**src/rtl/uart_alu_if.sv**
```systemverilog
// uart_alu_if
//   Pulls bytes from the UART RX FIFO and assembles them into {A, B, OP} frames.
//   It presents each frame to an external combinational ALU, then pushes the
//   8-bit result into the UART TX FIFO. A partial frame is dropped if the RX
//   side stays quiet for TIMEOUT cycles in the middle of a frame.
//
// Ports
//   i_clk, i_reset      system clock, synchronous active-high reset
//   i_rx_empty          RX FIFO empty flag
//   i_r_data            RX FIFO head byte
//   o_rd_uart           RX FIFO pop strobe; the byte is captured on the same edge
//   i_tx_full           TX FIFO full flag
//   o_wr_uart           TX FIFO push strobe
//   o_w_data            byte pushed into the TX FIFO (the registered result)
//   o_a, o_b, o_op      registered operands and opcode driven to the ALU
//   i_alu_result        combinational ALU result
//   o_timeout           one-cycle pulse when a partial frame is discarded
//
// state  | meaning
// -------+----------------------------------------------------------
// S_A    | idle, waiting for operand A (no timeout here)
// S_B    | waiting for operand B, inter-byte timer running
// S_OP   | waiting for opcode byte, inter-byte timer running
// S_EXEC | one cycle: latch ALU result
// S_SEND | push result into TX FIFO, wait while it is full

module uart_alu_if #(
    parameter int DBIT    = 8,
    parameter int OP_BITS = 6,
    parameter int TIMEOUT = 1000000,
    parameter int TO_BITS = 20
) (
    input  logic               i_clk,
    input  logic               i_reset,
    input  logic               i_rx_empty,
    input  logic [DBIT-1:0]    i_r_data,
    output logic               o_rd_uart,
    input  logic               i_tx_full,
    output logic               o_wr_uart,
    output logic [DBIT-1:0]    o_w_data,
    output logic [DBIT-1:0]    o_a,
    output logic [DBIT-1:0]    o_b,
    output logic [OP_BITS-1:0] o_op,
    input  logic [DBIT-1:0]    i_alu_result,
    output logic               o_timeout
);

    typedef enum logic [2:0] {
        S_A    = 3'd0,
        S_B    = 3'd1,
        S_OP   = 3'd2,
        S_EXEC = 3'd3,
        S_SEND = 3'd4
    } state_t;

    localparam logic [TO_BITS-1:0] TO_LAST = TO_BITS'(TIMEOUT - 1);
    localparam logic [TO_BITS-1:0] TO_ONE  = TO_BITS'(1);

    state_t              state;
    state_t              state_nxt;
    logic [DBIT-1:0]     a_q;
    logic [DBIT-1:0]     b_q;
    logic [OP_BITS-1:0]  op_q;
    logic [DBIT-1:0]     result_q;
    logic [TO_BITS-1:0]  to_cnt;
    logic [TO_BITS-1:0]  to_cnt_nxt;
    logic                timeout_q;
    logic                timeout_nxt;
    logic                rd;
    logic                wr;

    // The counter defaults to zero, so it clears itself in every state and
    // on every captured byte. It only advances while a mid-frame wait is idle.
    always_comb begin
        state_nxt   = state;
        rd          = 1'b0;
        wr          = 1'b0;
        to_cnt_nxt  = '0;
        timeout_nxt = 1'b0;
        case (state)
            S_A: begin
                rd = ~i_rx_empty;
                if (rd) state_nxt = S_B;
            end
            S_B, S_OP: begin
                rd = ~i_rx_empty;
                // An arriving byte takes priority over expiry in the same cycle.
                if (rd) begin
                    state_nxt = (state == S_B) ? S_OP : S_EXEC;
                end else if (to_cnt == TO_LAST) begin
                    state_nxt   = S_A;
                    timeout_nxt = 1'b1;
                end else begin
                    to_cnt_nxt = to_cnt + TO_ONE;
                end
            end
            S_EXEC: state_nxt = S_SEND;
            S_SEND: begin
                wr = ~i_tx_full;
                if (wr) state_nxt = S_A;
            end
            default: state_nxt = S_A;
        endcase
    end

    always_ff @(posedge i_clk) begin
        if (i_reset) begin
            state     <= S_A;
            a_q       <= '0;
            b_q       <= '0;
            op_q      <= '0;
            result_q  <= '0;
            to_cnt    <= '0;
            timeout_q <= 1'b0;
        end else begin
            state     <= state_nxt;
            to_cnt    <= to_cnt_nxt;
            timeout_q <= timeout_nxt;
            if (rd && state == S_A) a_q <= i_r_data;
            if (rd && state == S_B) b_q <= i_r_data;
            if (rd && state == S_OP) op_q <= i_r_data[OP_BITS-1:0];
            if (state == S_EXEC) result_q <= i_alu_result;
        end
    end

    // Strobes are combinational, so they are masked while reset is asserted
    // to keep the FIFOs untouched during reset.
    assign o_rd_uart = rd & ~i_reset;
    assign o_wr_uart = wr & ~i_reset;
    assign o_w_data  = result_q;
    assign o_a       = a_q;
    assign o_b       = b_q;
    assign o_op      = op_q;
    assign o_timeout = timeout_q;

endmodule

```
**config.mk**
```make
export PLATFORM = sky130hd
export DESIGN_NAME = uart_alu_if
export DESIGN_NICKNAME = d
export VERILOG_FILES = /design/src/rtl/uart_alu_if.sv
export SDC_FILE = /design/constraint.sdc
export NUM_CORES = 1
export LEC_CHECK = 0
export ABC_AREA = 1
export CORE_MARGIN = 5
export CORE_UTILIZATION = 45
export CTS_CLUSTER_SIZE = 8
export DETAILED_ROUTE_END_ITERATION = 10
export DONT_BUFFER_PORTS = 1
export HOLD_SLACK_MARGIN = 0.08
export SETUP_SLACK_MARGIN = 0.3
export SYNTH_ARGS = -nofsm -noshare
export SYNTH_HDL_FRONTEND = slang
export SYNTH_SLANG_ARGS = --single-unit
```
**constraint.sdc**
```tcl
create_clock -name i_clk -period 1.4 [get_ports i_clk]
set_input_delay 0.28 -clock i_clk [delete_from_list [all_inputs] [get_ports i_clk]]
set_output_delay 0.28 -clock i_clk [all_outputs]
set_load 0.1 [all_outputs]
```
==> flow_metrics.env, run 1 <==
export IMPL_p_leak_nw=1.25
export IMPL_hp_class="input pin to flip-flop"
export IMPL_dp_cells=393
export IMPL_dp_hpwl_mm=3.70
export IMPL_cp_startpoint="state[1]$_SDFFE_PP0P_"
export IMPL_peakVddDrop_uv=1250
export IMPL_min_period_ns=1.57
export IMPL_fmaxAchievable_mhz=637
export IMPL_fin_nets=374
export IMPL_final_cell_mix="nor2_1 (72), dfxtp_4 (38), nand2_1 (36)"
export IMPL_ant_nets=0
export IMPL_layout_commonest_cell="nor2_1"
export IMPL_grt_pass1_vias=2079
export IMPL_cts_path_max_buffers=2
export IMPL_ctsRootBufferMaster="clkbuf_8"
export IMPL_grt_overflow=0
export IMPL_cp_endpoint="o_wr_uart"
export IMPL_synthTopCellsByArea="dfxtp_1 (48%), nor2_1 (16%), nand2_1 (8.1%)"
export IMPL_core_mm2=0.00482
export IMPL_antenna_found_initial=0
export IMPL_syn_nets=342
export IMPL_grt_pass1_wl_mm=9.83
export IMPL_critPathMaxFanout=4
export IMPL_worst_slack_ns=-0.169
export IMPL_syn_inst=321
export IMPL_cts_buffers=5
export IMPL_fp_row_count=25
export IMPL_worstMarginPinSlew_ns=0.355
export IMPL_viasPerCell=5.07
export IMPL_power_density_mw_per_mm2=1830
export IMPL_die_h_um=81.1
export IMPL_crit_path_end_kind="output pin"
export IMPL_netlist_area_mm2=0.00227
export IMPL_drive_above_1_share=0.508
export IMPL_ios=53
export IMPL_failed_checks="negative setup slack"
export IMPL_status="finished, violations left"
export IMPL_fp_dieArea_mm2=0.00657
export IMPL_n_fill_cell=382
export IMPL_synth_distinct_cells=23
export IMPL_final_cells=421
export IMPL_drc=0
export IMPL_crit_required_ns=1.12
export IMPL_cts_tree="built"
export IMPL_path_clk_slew_ns=0.10
export IMPL_maxCapViolations=0
export IMPL_slew_headroom=0.763
export IMPL_dr_first_iter_drc_count=109
export IMPL_diodes=0
export IMPL_first_pass_iters=4
export IMPL_gp_congestion=0.792
export IMPL_critPathKind="flip-flop to output pin"
export IMPL_reg2reg_depth=9
export IMPL_yosysSeqAreaShare=0.476
export IMPL_via_count=2134
export IMPL_synth_top_area_frac=0.476
export IMPL_finalCritPeriodShare=1.12
export IMPL_cts_max_level=2
export IMPL_synth_warnings=0
export IMPL_initial_core_util=0.472
export IMPL_clkLatencyLatePin_ns=0.31
export IMPL_arrival_ns=1.29
export IMPL_synth_top_cell_by_area="dfxtp_1"
export IMPL_synthToLayoutAreaGrowth_pct=51.0
export IMPL_hold_violations=0
export IMPL_grt_max_degree=33
export IMPL_routedWlPerCell_um=15.0
export IMPL_wirelength_mm=6.30
export IMPL_final_max_slew_violation_count=0
export IMPL_r2r_start="to_cnt[14]$_SDFF_PP0_"
export IMPL_reg2reg_slack_ns=0.03
export IMPL_dieWidth_um=81.1
export IMPL_syn_avg_cell_area_um2=7.08
export IMPL_grt_usage=0.191
export IMPL_cts_sinks=54
export IMPL_worst_clock_skew_ns=0.0145
export IMPL_numPortBuffers=0
export IMPL_worstSetupStartpointType="flip-flop"
export IMPL_timing_rr_end="to_cnt[6]$_SDFF_PP0_"
export IMPL_tns_ns=-0.261
export IMPL_rsz0062_at_grt="true"
export IMPL_setup_viol=2
export IMPL_ys_seq_elements=54
[worst max-delay path: stages, from the launching register on]
cell and delay [ns]:
dfxtp_4 0.38, nor2_4 0.13, inv_2 0.06, nor4_4 0.19
buf_12 0.22
[layout make-up]
| class | count | area (um^2) | area share |
|---|---|---|---|
| inverters | 34 | 179 | 0.0522 |
| multi-input cells | 231 | 1550 | 0.453 |
| clock buffers | 6 | 82.6 | 0.0241 |
| well taps | 67 | 83.8 | 0.0244 |
| clock inverters | 2 | 16.3 | 0.00474 |
| flip-flops and latches | 54 | 1240 | 0.361 |
| repair buffers | 27 | 278 | 0.0810 |
[per-layer routing]
metal / share of wire / global-route usage
met1: 0.44 / 0.259
met2: 0.48 / 0.285
met4: 0.011 / 0.0524
met5: 0 / 0
met3: 0.067 / 0.0710
[cells in the mapped netlist, drive strengths merged]
cell type    n
clkbuf       3
nand2       50
o21ai       35
nand3b       1
clkinv       2
buf          1
xor2         2
nor2       100
ha           1
or2          1
xnor2        1
nor4         2
nand3       15
nor3         6
nand4        2
a21oi       13
inv         32
dfxtp       54
[cells by family (layout without fill, tap and decap cells)]
logic type	Yosys count	in the layout	share of synthesized area
and+or+nand+nor	177	179	0.325
DFF	54	54	0.476
AOI/OAI and AO/OA	48	48	0.114
buffers and inverters	38	69	0.0677
xor gates and xnor gates	3	3	0.0116
adders and majority gates	1	1	0.00551
[per-stage QoR]
step | util | worst slack [ns] | hold slack, ns | power, mW | area [um^2]
after global routing | 0.712 | -0.252 | 0.104 | 6.59 | 3430
after floorplan | - | -0.380 | 0.342 | 4.26 | 2440
after detailed placement | 0.539 | 0.0232 | 0.345 | 4.54 | 2600
after global placement | 0.539 | 0.0439 | 0.345 | 4.53 | 2600
final | 0.712 | -0.169 | 0.0978 | 6.28 | 3430
after CTS | 0.645 | -0.158 | 0.00790 | 5.83 | 3110
[registers in the layout (all words and copies together) (netlist names)]
name / flops
o_w_data: 8
o_a: 8
o_timeout: 1
o_op: 6
to_cnt: 20
o_b: 8
state: 3
[worst min path at each step]
stage / startpoint / to / slack (ns) / cells past startpoint
3_5_place_dp: i_reset / state[2]$_SDFFE_PP0P_ / 0.34 / 1
4_1_cts: i_reset / o_timeout$_SDFF_PP0_ / 0.008 / 1
3_3_place_gp: i_reset / state[2]$_SDFFE_PP0P_ / 0.35 / 1
6_report: i_alu_result[1] / o_w_data[1]$_SDFFE_PP0P_ / 0.1 / 2
5_1_grt: i_r_data[3] / o_a[3]$_SDFFE_PP0P_ / 0.10 / 2
2_1_floorplan: i_reset / state[2]$_SDFFE_PP0P_ / 0.34 / 1
[what timing repair did]
action	4_1_cts	5_1_grt
resized for setup	94	85
gates cloned	2	0
endpoints found under the setup margin	87	86
buffers inserted	10	7
hold endpoints to repair	2	2
pin swaps	15	11
[power breakdown]
part / total, mW / switching, mW / internal [mW]
registers: 3.54 / 1.64 / 1.90
clock network: 0.954 / 0.545 / 0.409
logic: 1.79 / 1.13 / 0.660
Power figures use the tool's default switching activity.
==> inputs of run 2 (changes only) <==
--- a/config.mk
+++ b/config.mk
@@ -5,7 +5,6 @@
 export SDC_FILE = /design/constraint.sdc
 export NUM_CORES = 1
 export LEC_CHECK = 0
-export ABC_AREA = 1
 export CORE_MARGIN = 5
 export CORE_UTILIZATION = 45
 export CTS_CLUSTER_SIZE = 8
==> flow_metrics.env, run 2 <==
export IMPL_path_clk_slew_ns=0.09
export IMPL_dp_cells=355
export IMPL_slew_headroom=0.777
export IMPL_grt_pass1_wl_mm=8.72
export IMPL_worst_slack_ns=-0.252
export IMPL_switchingPower_uw=834
export IMPL_largest_reg_flops=20
export IMPL_dp_hpwl_mm=3.43
export IMPL_worstSetupStartpointType="flip-flop"
export IMPL_initial_core_util=0.463
export IMPL_critPathMaxFanout=6
export IMPL_rsz0062_at_grt="true"
export IMPL_gp_congestion=0.828
export IMPL_finalCritPeriodShare=1.18
export IMPL_reg2reg_depth=4
export IMPL_hold_violations=0
export IMPL_crit_chain="nand4_4 > or4_4 > or4_1 > a21oi_1"
export IMPL_crit_required_ns=1.64
export IMPL_top_register="to_cnt"
export IMPL_ios=53
export IMPL_antenna_found_initial=0
export IMPL_drc=0
export IMPL_final_core_util=0.712
export IMPL_fp_row_count=25
export IMPL_cp_num_buf_inv=0
export IMPL_pwr_share_comb=0.104
export IMPL_cts_path_max_buffers=2
export IMPL_final_max_slew_violation_count=0
export IMPL_setup_viol=32
export IMPL_numPortBuffers=0
export IMPL_syn_nets=272
export IMPL_hp_class="input pin to flip-flop"
export IMPL_synth_common_cells="dfxtp_1 (54), nand2_1 (38), nor2_1 (37), a21oi_1 (20), mux2i_1 (15)"
export IMPL_final_cells=370
export IMPL_crit_family="simple AND/OR/NAND/NOR gates"
export IMPL_maxCapViolations=0
export IMPL_cp_depth=4
export IMPL_synth_top_area_frac=0.494
export IMPL_arrival_ns=1.89
export IMPL_timing_rr_end="to_cnt[18]$_SDFF_PP0_"
export IMPL_swShare=0.277
export IMPL_first_pass_iters=4
export IMPL_r2r_start="to_cnt[11]$_SDFF_PP0_"
export IMPL_ys_seq_elements=54
export IMPL_die_h_um=79.7
export IMPL_cp_endpoint="to_cnt[18]$_SDFF_PP0_"
export IMPL_fin_nets=324
export IMPL_grt_overflow=0
export IMPL_routedWlPerCell_um=14.5
export IMPL_hold_start="i_reset"
export IMPL_ant_nets=0
export IMPL_p_seq_frac=0.572
export IMPL_crit_path_end_kind="flip-flop"
export IMPL_synth_warnings=0
export IMPL_via_count=1918
export IMPL_fp_dieArea_mm2=0.00635
export IMPL_postPlaceCellArea_mm2=0.00280
export IMPL_syn_inst=251
export IMPL_dr_first_iter_drc_count=70
export IMPL_cts_sinks=54
export IMPL_wirelength_mm=5.35
export IMPL_n_fill_cell=323
export IMPL_yosysMostFrequentCell="dfxtp_1"
export IMPL_synth_edf_count=0
export IMPL_netlist_area_mm2=0.00219
export IMPL_peakVddDrop_uv=497
export IMPL_final_cell_area_mm2=0.00336
export IMPL_fmaxAchievable_mhz=605
export IMPL_reg2reg_slack_ns=-0.25
export IMPL_cts_tree="built"
export IMPL_failed_checks="negative setup slack"
export IMPL_dieWidth_um=79.7
export IMPL_cts_max_level=2
export IMPL_critPathMaxStageDelay_ns=0.58
export IMPL_yosysSeqAreaShare=0.494
export IMPL_clkLatencyLatePin_ns=0.30
export IMPL_power_density_mw_per_mm2=896
export IMPL_core_mm2=0.00472
export IMPL_ys_dominant_reg_cell="dfxtp_1"
export IMPL_critPathKind="flip-flop to flip-flop"
export IMPL_final_cell_mix="buf_4 (36), nor2_1 (33), dfxtp_4 (30)"
export IMPL_status="finished, violations left"
export IMPL_ctsRootBufferMaster="clkbuf_8"
export IMPL_cts_buffers=5
export IMPL_min_period_ns=1.65
export IMPL_grt_usage=0.175
export IMPL_async_reset_ff_frac=0
export IMPL_grt_max_degree=35
export IMPL_layout_commonest_cell="buf_4"
export IMPL_synth_top_cell_by_area="dfxtp_1"
export IMPL_cp_startpoint="to_cnt[11]$_SDFF_PP0_"
export IMPL_syn_avg_cell_area_um2=8.71
export IMPL_worst_clock_skew_ns=0.00453
export IMPL_worstMarginPinSlew_ns=0.332
export IMPL_drive_above_1_share=0.545
export IMPL_diodes=0
export IMPL_synth_distinct_cells=33
export IMPL_clockPowerShare=0.324
export IMPL_p_leak_nw=1.14
export IMPL_grt_pass1_vias=1849
export IMPL_p_int_mw=2.18
export IMPL_synthToLayoutAreaGrowth_pct=53.8
export IMPL_viasPerCell=5.18
export IMPL_slowest_stage="or4_4"
export IMPL_synthTopCellsByArea="dfxtp_1 (49%), mux2i_1 (6.9%), nand2_1 (6.5%)"
==> run 2: cell count changes after synthesis, moves of 10 or more <==
cell,before,now
nand2_1,49,38
xnor2_1,1,11
a21oi_1,8,20
mux2i_1,0,15
o21ai_0,35,1
inv_1,28,7
nor2_1,94,37
==> run 2: stage by stage <==
step                setup TNS [ns]  power (mW)  worst slack, ns  hold WS (ns)
floorplan                    -6.16        1.98           -0.264         0.408
global route                 -7.69        3.16           -0.305      -0.00568
detailed placement           -5.29        2.03           -0.259         0.348
CTS                          -6.26        3.04           -0.273        0.0106
finish                       -5.67        3.01           -0.252        0.0184
global placement             -5.09        2.03           -0.244         0.346
==> run 2: final cells by class <==
cell class / instances / area, um^2 / area share
multi-input cells: 177 / 1300 / 0.386
well taps: 67 / 83.8 / 0.0249
repair buffers: 58 / 636 / 0.189
flip-flops and latches: 54 / 1210 / 0.360
inverters: 7 / 28.8 / 0.00856
clock buffers: 7 / 108 / 0.0320
==> run 2: power by group through the flow <==
| stage | logic, mW | registers [mW] | clock network, mW |
|---|---|---|---|
| 2_1_floorplan | 0.150 | 1.83 | 0 |
| 3_3_place_gp | 0.242 | 1.79 | 0 |
| 3_5_place_dp | 0.245 | 1.79 | 0 |
| 4_1_cts | 0.286 | 1.72 | 1.03 |
| 5_1_grt | 0.331 | 1.73 | 1.10 |
| 6_report | 0.312 | 1.72 | 0.977 |
==> run 2: how the worst min path moves through the flow <==
stage	slack [ns]	cells after the start	endpoint
after global routing	-0.006	1	o_w_data[3]$_SDFFE_PP0P_
after detailed placement	0.35	1	o_w_data[2]$_SDFFE_PP0P_
final	0.02	1	o_b[2]$_SDFFE_PP0P_
after floorplan	0.41	2	o_w_data[0]$_SDFFE_PP0P_
after global placement	0.35	1	o_w_data[1]$_SDFFE_PP0P_
after CTS	0.01	1	state[2]$_SDFFE_PP0P_
==> run 2: timing repair <==
item                       in CTS  in global routing
buffers inserted                3                  4
pin swaps                       9                 15
cloned                          1                  0
setup endpoints to repair      87                 87
hold endpoints to repair       31                 31
resized for setup              77                 37
==> run 2: kinds of logic after synthesis <==
family | count (synthesis) | synth area share
buf+inv | 21 | 0.0418
flops | 54 | 0.494
mux | 15 | 0.0686
xor+xnor | 16 | 0.0641
fa+ha+maj | 1 | 0.00572
simple gates | 118 | 0.261
compound gates | 26 | 0.0641
==> run 2: routing by layer <==
metal,GRT usage,part of all wire,up-vias
li1,-,-,958
met3,0.0429,0.053,10
met1,0.204,0.42,904
met4,0.0722,0.020,0
met5,0,0,-
met2,0.302,0.51,46
==> inputs of run 3 (changes only) <==
--- a/config.mk
+++ b/config.mk
@@ -11,6 +11,7 @@
 export DETAILED_ROUTE_END_ITERATION = 10
 export DONT_BUFFER_PORTS = 1
 export HOLD_SLACK_MARGIN = 0.08
+export RECOVER_POWER = 100
 export SETUP_SLACK_MARGIN = 0.3
 export SYNTH_ARGS = -nofsm -noshare
 export SYNTH_HDL_FRONTEND = slang
==> flow_metrics.env, run 3 (synthesis results as in run 2) <==
export IMPL_worst_clock_skew_ns=0.00508
export IMPL_initial_core_util=0.463
export IMPL_via_count=1894
export IMPL_ant_nets=0
export IMPL_dr_first_iter_drc_count=56
export IMPL_grt_pass1_vias=1849
export IMPL_peakVddDrop_uv=498
export IMPL_rsz0062_at_grt="true"
export IMPL_die_h_um=79.7
export IMPL_worst_slack_ns=-0.262
export IMPL_grt_usage=0.175
export IMPL_fp_row_count=25
export IMPL_critPathMaxStageDelay_ns=0.58
export IMPL_clockPowerShare=0.326
export IMPL_power_density_mw_per_mm2=946
export IMPL_crit_required_ns=1.64
export IMPL_cts_path_max_buffers=2
export IMPL_cts_buffers=5
export IMPL_crit_path_end_kind="flip-flop"
export IMPL_grt_pass1_wl_mm=8.72
export IMPL_fp_dieArea_mm2=0.00635
export IMPL_cts_max_level=2
export IMPL_critPathKind="flip-flop to flip-flop"
export IMPL_drive_above_1_share=0.528
export IMPL_slew_headroom=0.643
export IMPL_critPathMaxFanout=6
export IMPL_min_period_ns=1.66
export IMPL_top_register="to_cnt"
export IMPL_swShare=0.277
export IMPL_first_pass_iters=4
export IMPL_dp_hpwl_mm=3.43
export IMPL_cts_sinks=54
export IMPL_wirelength_mm=5.41
export IMPL_cts_tree="built"
export IMPL_p_seq_frac=0.578
export IMPL_n_fill_cell=363
export IMPL_failed_checks="negative setup slack"
export IMPL_maxCapViolations=0
export IMPL_p_int_mw=2.18
export IMPL_pwr_share_comb=0.096
export IMPL_final_cells=370
export IMPL_finalCritPeriodShare=1.19
export IMPL_antenna_found_initial=0
export IMPL_hp_class="input pin to flip-flop"
export IMPL_arrival_ns=1.90
export IMPL_setup_viol=36
export IMPL_ctsRootBufferMaster="clkbuf_8"
export IMPL_cp_num_buf_inv=0
export IMPL_largest_reg_flops=20
export IMPL_fin_total_pwr_mw=3.01
export IMPL_holdWs_ns=0.0193
export IMPL_core_mm2=0.00472
export IMPL_routedWlPerCell_um=14.6
export IMPL_switchingPower_uw=834
export IMPL_status="finished, violations left"
export IMPL_hold_violations=0
export IMPL_final_cell_mix="buf_4 (36), nor2_1 (33), dfxtp_2 (30)"
export IMPL_synthToLayoutAreaGrowth_pct=45.7
export IMPL_layout_commonest_cell="buf_4"
export IMPL_fin_nets=324
export IMPL_path_clk_slew_ns=0.09
export IMPL_gp_congestion=0.828
export IMPL_grt_max_degree=35
export IMPL_final_max_slew_violation_count=0
export IMPL_crit_chain="nand4_4 > or4_4 > or4_1 > a21oi_1"
export IMPL_slowest_stage="or4_4"
export IMPL_worstSetupStartpointType="flip-flop"
export IMPL_clkLatencyLatePin_ns=0.30
export IMPL_ios=53
export IMPL_viasPerCell=5.12
export IMPL_dieWidth_um=79.7
export IMPL_numPortBuffers=0
export IMPL_fmaxAchievable_mhz=602
export IMPL_diodes=0
export IMPL_grt_overflow=0
export IMPL_p_leak_nw=1.10
export IMPL_final_core_util=0.674
export IMPL_drc=0
export IMPL_dp_cells=355
export IMPL_worstMarginPinSlew_ns=0.535
export IMPL_crit_family="simple AND/OR/NAND/NOR gates"
-- run 3: cell types whose count changed in the layout (fill, tap and decap cells not counted), sizes merged --
| cell | before | now |
|---|---|---|
| buf | 58 | 48 |
| clkbuf | 7 | 17 |
-- run 3: path summary, 6_finish.rpt --
path | startpoint | to | slack, ns | depth (start not counted)
worst max-delay path | to_cnt[11]$_SDFF_PP0_ | to_cnt[18]$_SDFF_PP0_ | -0.26 | 4
worst min-delay path | i_reset | o_b[2]$_SDFFE_PP0P_ | 0.02 | 1
worst max register to register | to_cnt[11]$_SDFF_PP0_ | to_cnt[18]$_SDFF_PP0_ | -0.26 | 4
worst min register to register | o_b[7]$_SDFFE_PP0P_ | o_b[7]$_SDFFE_PP0P_ | 0.45 | 2
-- run 3: stage by stage --
step / setup WS [ns] / instance area [um^2] / TNS, ns
floorplan: -0.264 / 2390 / -6.16
global placement: -0.244 / 2800 / -5.09
detailed placement: -0.259 / 2800 / -5.29
CTS: -0.273 / 3190 / -6.26
global route: -0.305 / 3190 / -9.05
finish: -0.262 / 3190 / -5.83
-- run 3: layout make-up --
cell class / count / area [um^2] / area share
Clock buffer: 7 / 108 / 0.0338
Tap cell: 67 / 83.8 / 0.0263
Multi-Input combinational cell: 177 / 1290 / 0.404
Inverter: 7 / 28.8 / 0.00903
Sequential cell: 54 / 1160 / 0.365
Timing Repair Buffer: 58 / 515 / 0.162
-- run 3: layer usage --
metal,global-route usage,routed length (um)
met1,0.204,2290
met2,0.302,2740
met3,0.0429,270
met4,0.0722,109
met5,0,0
-- run 3: timing repair --
item                                    in CTS  in global routing
buffers inserted                             3                  4
endpoints found under the hold margin       31                 31
pin swaps                                    9                 15
endpoints found under the setup margin      87                 87
gates cloned                                 1                  0
gates resized for setup                     77                 37
-- run 3: power by group through the flow --
stage	clock network, mW	registers [mW]	logic [mW]
2_1_floorplan	0	1.83	0.150
4_1_cts	1.03	1.72	0.286
6_report	0.981	1.74	0.290
5_1_grt	1.10	1.75	0.309
3_5_place_dp	0	1.79	0.245
3_3_place_gp	0	1.79	0.242
